**config.mk**
```make
export PLATFORM = sky130hd
export DESIGN_NAME = io_arbiter
export DESIGN_NICKNAME = d
export VERILOG_FILES = /design/src/rtl/io_arbiter.sv
export SDC_FILE = /design/constraint.sdc
export NUM_CORES = 1
export LEC_CHECK = 0
export BUFFER_PORTS_ARGS = -buffer_cell sky130_fd_sc_hd__buf_2
export CORE_AREA = 5 5 110 112
export CTS_CLUSTER_DIAMETER = 100
export CTS_CLUSTER_SIZE = 25
export DETAILED_ROUTE_END_ITERATION = 6
export DIE_AREA = 0 0 115 117
export PLACE_DENSITY = 0.86
export SLEW_MARGIN = 15
export SYNTH_ARGS = -nofsm -noshare
export SYNTH_HDL_FRONTEND = slang
export SYNTH_SLANG_ARGS = --single-unit
```
**constraint.sdc**
```tcl
create_clock -name CLK -period 1.9 [get_ports CLK]
set_clock_uncertainty 0.2 [all_clocks]
set_input_delay 0.285 -clock CLK [delete_from_list [all_inputs] [get_ports CLK]]
set_output_delay 0.285 -clock CLK [all_outputs]
set_load 0.05 [all_outputs]
```
**src/rtl/io_arbiter.sv**
```systemverilog
// io_arbiter: two-requester round-robin arbiter in front of a single IO space.
// Each granted transaction runs IDLE -> ISSUE -> CAPT -> ACK -> IDLE, so it
// occupies the arbiter for exactly four cycles. Read data is returned 3 cycles
// after the IDLE cycle that sampled the request.
//
// Ports
//   CLK, RESET_N               clock; asynchronous active-low reset
//   R0_REQ/WE/RE/ADDR/WD       requester 0 (CPU) request and payload
//   R0_ACK, R0_RD              requester 0 completion pulse and read data
//   R1_*                       same as R0_* for requester 1 (debug/DMA)
//   IO_REQ/WE/RE/ADDR/WD       downstream request (IO_REQ is high in ISSUE only)
//   IO_RD                      downstream read data, valid the cycle after IO_REQ
//   BUSY                       high while a transaction is in flight
//   LAST_GNT                   index of the most recently granted requester
module io_arbiter #(
  parameter int unsigned RAM_DEPTH = 14
) (
  input  logic                 CLK,
  input  logic                 RESET_N,
  input  logic                 R0_REQ,
  input  logic                 R0_WE,
  input  logic                 R0_RE,
  input  logic [RAM_DEPTH-1:0] R0_ADDR,
  input  logic [31:0]          R0_WD,
  output logic                 R0_ACK,
  output logic [31:0]          R0_RD,
  input  logic                 R1_REQ,
  input  logic                 R1_WE,
  input  logic                 R1_RE,
  input  logic [RAM_DEPTH-1:0] R1_ADDR,
  input  logic [31:0]          R1_WD,
  output logic                 R1_ACK,
  output logic [31:0]          R1_RD,
  output logic                 IO_REQ,
  output logic                 IO_WE,
  output logic                 IO_RE,
  output logic [RAM_DEPTH-1:0] IO_ADDR,
  output logic [31:0]          IO_WD,
  input  logic [31:0]          IO_RD,
  output logic                 BUSY,
  output logic                 LAST_GNT
);

  localparam int unsigned AW = RAM_DEPTH;
  localparam int unsigned DW = 32;

  typedef enum logic [1:0] {
    IDLE  = 2'd0,
    ISSUE = 2'd1,
    CAPT  = 2'd2,
    ACK   = 2'd3
  } state_t;

  state_t          state_q, state_d;
  logic            gnt_q, gnt_d;
  logic            last_gnt_q, last_gnt_d;
  logic [AW-1:0]   addr_q, addr_d;
  logic [DW-1:0]   wd_q, wd_d;
  logic            io_req_q, io_req_d;
  logic            io_we_q, io_we_d;
  logic            io_re_q, io_re_d;
  logic            ack0_q, ack0_d;
  logic            ack1_q, ack1_d;
  logic [DW-1:0]   rd0_q, rd0_d;
  logic [DW-1:0]   rd1_q, rd1_d;
  logic            busy_q, busy_d;

  // Winner selection: a lone requester wins; on a tie the one not granted last wins.
  logic            win_idx;
  logic            sel_we;
  logic            sel_re;
  logic [AW-1:0]   sel_addr;
  logic [DW-1:0]   sel_wd;

  assign win_idx  = (R0_REQ && R1_REQ) ? ~last_gnt_q : R1_REQ;
  assign sel_we   = win_idx ? R1_WE   : R0_WE;
  assign sel_re   = win_idx ? R1_RE   : R0_RE;
  assign sel_addr = win_idx ? R1_ADDR : R0_ADDR;
  assign sel_wd   = win_idx ? R1_WD   : R0_WD;

  // Next-state and next-output logic.
  always_comb begin
    state_d    = state_q;
    gnt_d      = gnt_q;
    last_gnt_d = last_gnt_q;
    addr_d     = addr_q;
    wd_d       = wd_q;
    io_req_d   = 1'b0;
    io_we_d    = 1'b0;
    io_re_d    = 1'b0;
    ack0_d     = 1'b0;
    ack1_d     = 1'b0;
    rd0_d      = rd0_q;
    rd1_d      = rd1_q;
    busy_d     = busy_q;

    case (state_q)
      IDLE: begin
        if (R0_REQ || R1_REQ) begin
          state_d    = ISSUE;
          gnt_d      = win_idx;
          last_gnt_d = win_idx;
          busy_d     = 1'b1;
          // IO strobes are loaded now so they are high exactly during ISSUE.
          io_req_d   = 1'b1;
          io_we_d    = sel_we;
          io_re_d    = sel_re & ~sel_we;  // write takes priority over read
          addr_d     = sel_addr;
          wd_d       = sel_wd;
        end
      end
      ISSUE: begin
        state_d = CAPT;
      end
      CAPT: begin
        // IO_RD is valid in this cycle; capture it and raise the winner's ACK.
        state_d = ACK;
        if (gnt_q) begin
          rd1_d  = IO_RD;
          ack1_d = 1'b1;
        end else begin
          rd0_d  = IO_RD;
          ack0_d = 1'b1;
        end
      end
      ACK: begin
        state_d = IDLE;
        busy_d  = 1'b0;
      end
      default: begin
        state_d = IDLE;
        busy_d  = 1'b0;
      end
    endcase
  end

  // State and output registers.
  always_ff @(posedge CLK or negedge RESET_N) begin
    if (!RESET_N) begin
      state_q    <= IDLE;
      gnt_q      <= 1'b0;
      last_gnt_q <= 1'b1;
      addr_q     <= '0;
      wd_q       <= '0;
      io_req_q   <= 1'b0;
      io_we_q    <= 1'b0;
      io_re_q    <= 1'b0;
      ack0_q     <= 1'b0;
      ack1_q     <= 1'b0;
      rd0_q      <= '0;
      rd1_q      <= '0;
      busy_q     <= 1'b0;
    end else begin
      state_q    <= state_d;
      gnt_q      <= gnt_d;
      last_gnt_q <= last_gnt_d;
      addr_q     <= addr_d;
      wd_q       <= wd_d;
      io_req_q   <= io_req_d;
      io_we_q    <= io_we_d;
      io_re_q    <= io_re_d;
      ack0_q     <= ack0_d;
      ack1_q     <= ack1_d;
      rd0_q      <= rd0_d;
      rd1_q      <= rd1_d;
      busy_q     <= busy_d;
    end
  end

  assign R0_ACK   = ack0_q;
  assign R0_RD    = rd0_q;
  assign R1_ACK   = ack1_q;
  assign R1_RD    = rd1_q;
  assign IO_REQ   = io_req_q;
  assign IO_WE    = io_we_q;
  assign IO_RE    = io_re_q;
  assign IO_ADDR  = addr_q;
  assign IO_WD    = wd_q;
  assign BUSY     = busy_q;
  assign LAST_GNT = last_gnt_q;

endmodule

```
==> results.yml <==
logic_synthesis:
  synth_cell_types: 27
  synth_top_cell_area_share: 0.602
  yosysSeqAreaShare: 0.607
  synth_top_cell_by_area: "dfrtp_1"
  yosys-top-cells-area: "dfrtp_1, mux2_1, a21oi_1, nand2_1, nor2_1"
  synth_common_cells: "dfrtp_1, a21oi_1, nand2_1"
  syn_inst: 425
  synth-warning-count: 0
  ys_ff_latch: 120
  synth_edf_count: 0
  yosysMostFrequentCell: "dfrtp_1"
  syn_area_per_cell_sq_um: 11.6
  netlist_area_sq_um: 4950
  syn-num-nets: 560
  synth_ff_type: "dfrtp_1"
  async_flop_share: 1.00
timing:
  drv_slew: 0
  period_needed_ps: 1840
  relSlewSlack: 0.790
  hold_viol: 0
  finalSetupViolations: 0
  min_period_over_period: 0.967
  fmax_ghz: 0.544
  max_slew.worst_pin.slew_ps: 315
setup_path:
  cp_slowest_cell: "dfrtp_1"
  critPathBufInv: 2
  cp_top_family: "flip-flops"
  crit_start: "state_q[0]$_DFFE_PN0P_"
  crit_chain: "inv_1 -> ha_1 -> nor2b_4 -> buf_12 -> mux2_1"
  cp_max_fo: 33
  critPathLaunchType: "flip-flop"
  path_class: "reg2reg"
  rr_startpoint: "state_q[0]$_DFFE_PN0P_"
  crit_path_max_incr_delay_ps: 400
  worst-endpoint-required_ps: 1970
  arrival_ps: 1910
  end_kind: "flip-flop"
place:
  port_buffers: 248
  dp.cells: 797
  dp_hpwl_mm: 9.75
  gp_congestion: 0.798
clocking:
  clock-sinks: 120
  cts_made_buffers: 17
  htreeDepth: 4
  clk_pin_slew_ps: 60
  clkLatencyLatePin_ps: 400
  clockBufferDepth: 2
  cts_tree: "built"
  cts_root_buf: "clkbuf_16"
cells_and_area:
  ff_latch_area_sq_um: 3000
  nets: 936
  nFillCells: 632
  multiInputGateArea_sq_um: 1800
  area_growth_pct: 67.4
  final_cells: 958
  drive_above_1_share: 0.407
route:
  via_count: 4968
  routedWlPerCell_um: 18.4
  ant_nets: 0
  routed_wl_mm: 17.7
  drt_first_pass_iters: 5
  drc: 0
  vias_per_cell: 5.19
  drt-initial-drc-count: 367
global_routing:
  grt_pass1_vias: 5378
  antenna_found_initial: 1
  grt_max_degree: 56
  globalRouteOverflowTotal: 0
  grt_pass1_wl_mm: 27.3
  grt.total_usage: 0.260
power_and_ir_drop:
  clkPwrFrac: 0.186
  intPower_w: 0.00831
  power_frac_seq: 0.270
  power_density_nw_per_um2: 2070
  swShare: 0.515
  p_leak_nw: 3.98
  comb_power_share: 0.544
  peakVddDrop_v: 0.00166
  power.switching_w: 0.00881
  total_power_w: 0.0171
floorplanning:
  core_area_sq_um: 11100
  start_util: 0.445
  dieArea_sq_um: 13500
  pin_count: 249
  dieHeight_um: 117
  die_w_um: 115
  rows: 39
run_status:
  run_status: "finished clean"
job:
  drv_cap: 0
min_path:
  min_path_type: "in2reg"
  holdCritStartpoint: "R1_WD[28]"
-- power groups by stage --
stage | registers (W) | logic [W] | clock network, W
2_1_floorplan | 0.00892 | 0.00227 | 0
3_3_place_gp | 0.00451 | 0.00871 | 0
3_5_place_dp | 0.00458 | 0.00896 | 0
4_1_cts | 0.00457 | 0.00915 | 0.00324
5_1_grt | 0.00475 | 0.00976 | 0.00338
6_report | 0.00463 | 0.00930 | 0.00319
-- cells by family (layout without fill, tap and decap cells) --
logic type,after synthesis,in the layout,synth area share
AOI/OAI and AO/OA,103,103,0.124
adders and majority gates,3,3,0.00758
buffers and inverters,32,421,0.0344
DFF,120,120,0.607
muxes,64,64,0.146
other,0,1,0
and+or+nand+nor,103,103,0.0814
-- state kept, by name, summed over array words and instances, names as in the netlist --
name      count
IO_ADDR      14
gnt_q         1
IO_WE         1
IO_REQ        1
LAST_GNT      1
IO_RE         1
R1_RD        32
R0_RD        32
BUSY          1
state_q       2
IO_WD        32
R1_ACK        1
R0_ACK        1
-- area by class of cell --
cell class                      instances  share of cell area
Multi-Input combinational cell        273               0.217
Tap cell                              143              0.0216
Sequential cell                       120               0.363
Inverter                                4             0.00181
Clock buffer                           17              0.0513
Timing Repair Buffer                  385               0.325
Antenna cell                            1            0.000302
Clock inverter                         15              0.0201
-- worst paths after layout --
kind / end / slack, ps / depth (start not counted)
setup / recovery: R0_RD[12]$_DFFE_PN0P_ / 60 / 5
hold / removal: IO_WD[28]$_DFFE_PN0P_ / 20 / 3
setup reg to reg: R0_RD[12]$_DFFE_PN0P_ / 60 / 5
hold reg to reg: R0_RD[3]$_DFFE_PN0P_ / 280 / 1
max in group asynchronous: IO_WD[24]$_DFFE_PN0P_ / 800 / 3
min in group asynchronous: R1_RD[11]$_DFFE_PN0P_ / 130 / 2
-- through the flow --
stage | TNS [ps] | hold slack (ps) | worst slack, ps | util | cell area, sq um
floorplan | 0 | -211 | 163 | - | 4950
global placement | 0 | -13.2 | 187 | 0.576 | 6410
detailed placement | 0 | -6.51 | 96.5 | 0.576 | 6410
CTS | 0 | 1.39 | 87.5 | 0.744 | 8280
global route | -5.92 | 8.68 | -5.43 | 0.745 | 8290
finish | 0 | 15.9 | 63.4 | 0.745 | 8290
-- placed cells by master (no fill, tap or decap), types with 8 or more instances in the layout --
cell type      instances
mux2_2                15
buf_12                 8
a21oi_1               76
buf_2                247
clkbuf_16             17
nor2_1                47
a21oi_2               20
dlygate4sd3_1        128
mux2_1                49
dfrtp_1              119
nand2_1               51
-- what timing repair did --
| item | in CTS | in global routing |
|---|---|---|
| setup buffers | 0 | 0 |
| hold endpoints to repair | 233 | 0 |
| gates resized for setup | 0 | 1 |
| setup endpoints to repair | 0 | 22 |
| hold buffers | 128 | 0 |
-- metal layers --
| metal | global-route usage | up-vias | part of all wire | wire (um) |
|---|---|---|---|---|
| met2 | 0.425 | 356 | 0.49 | 8610 |
| li1 | - | 2214 | - | - |
| met5 | 0 | - | 0 | 0 |
| met1 | 0.311 | 2333 | 0.37 | 6520 |
| met4 | 0.135 | 0 | 0.039 | 691 |
| met3 | 0.0828 | 65 | 0.10 | 1840 |
-- worst register-to-register path, stage by stage (launching register included) --
cell and delay [ps]:
dfrtp_1 400, inv_1 100, ha_1 210, nor2b_4 180, buf_12 220, mux2_1 390
No activity file was read; power rests on OpenSTA's default activity.
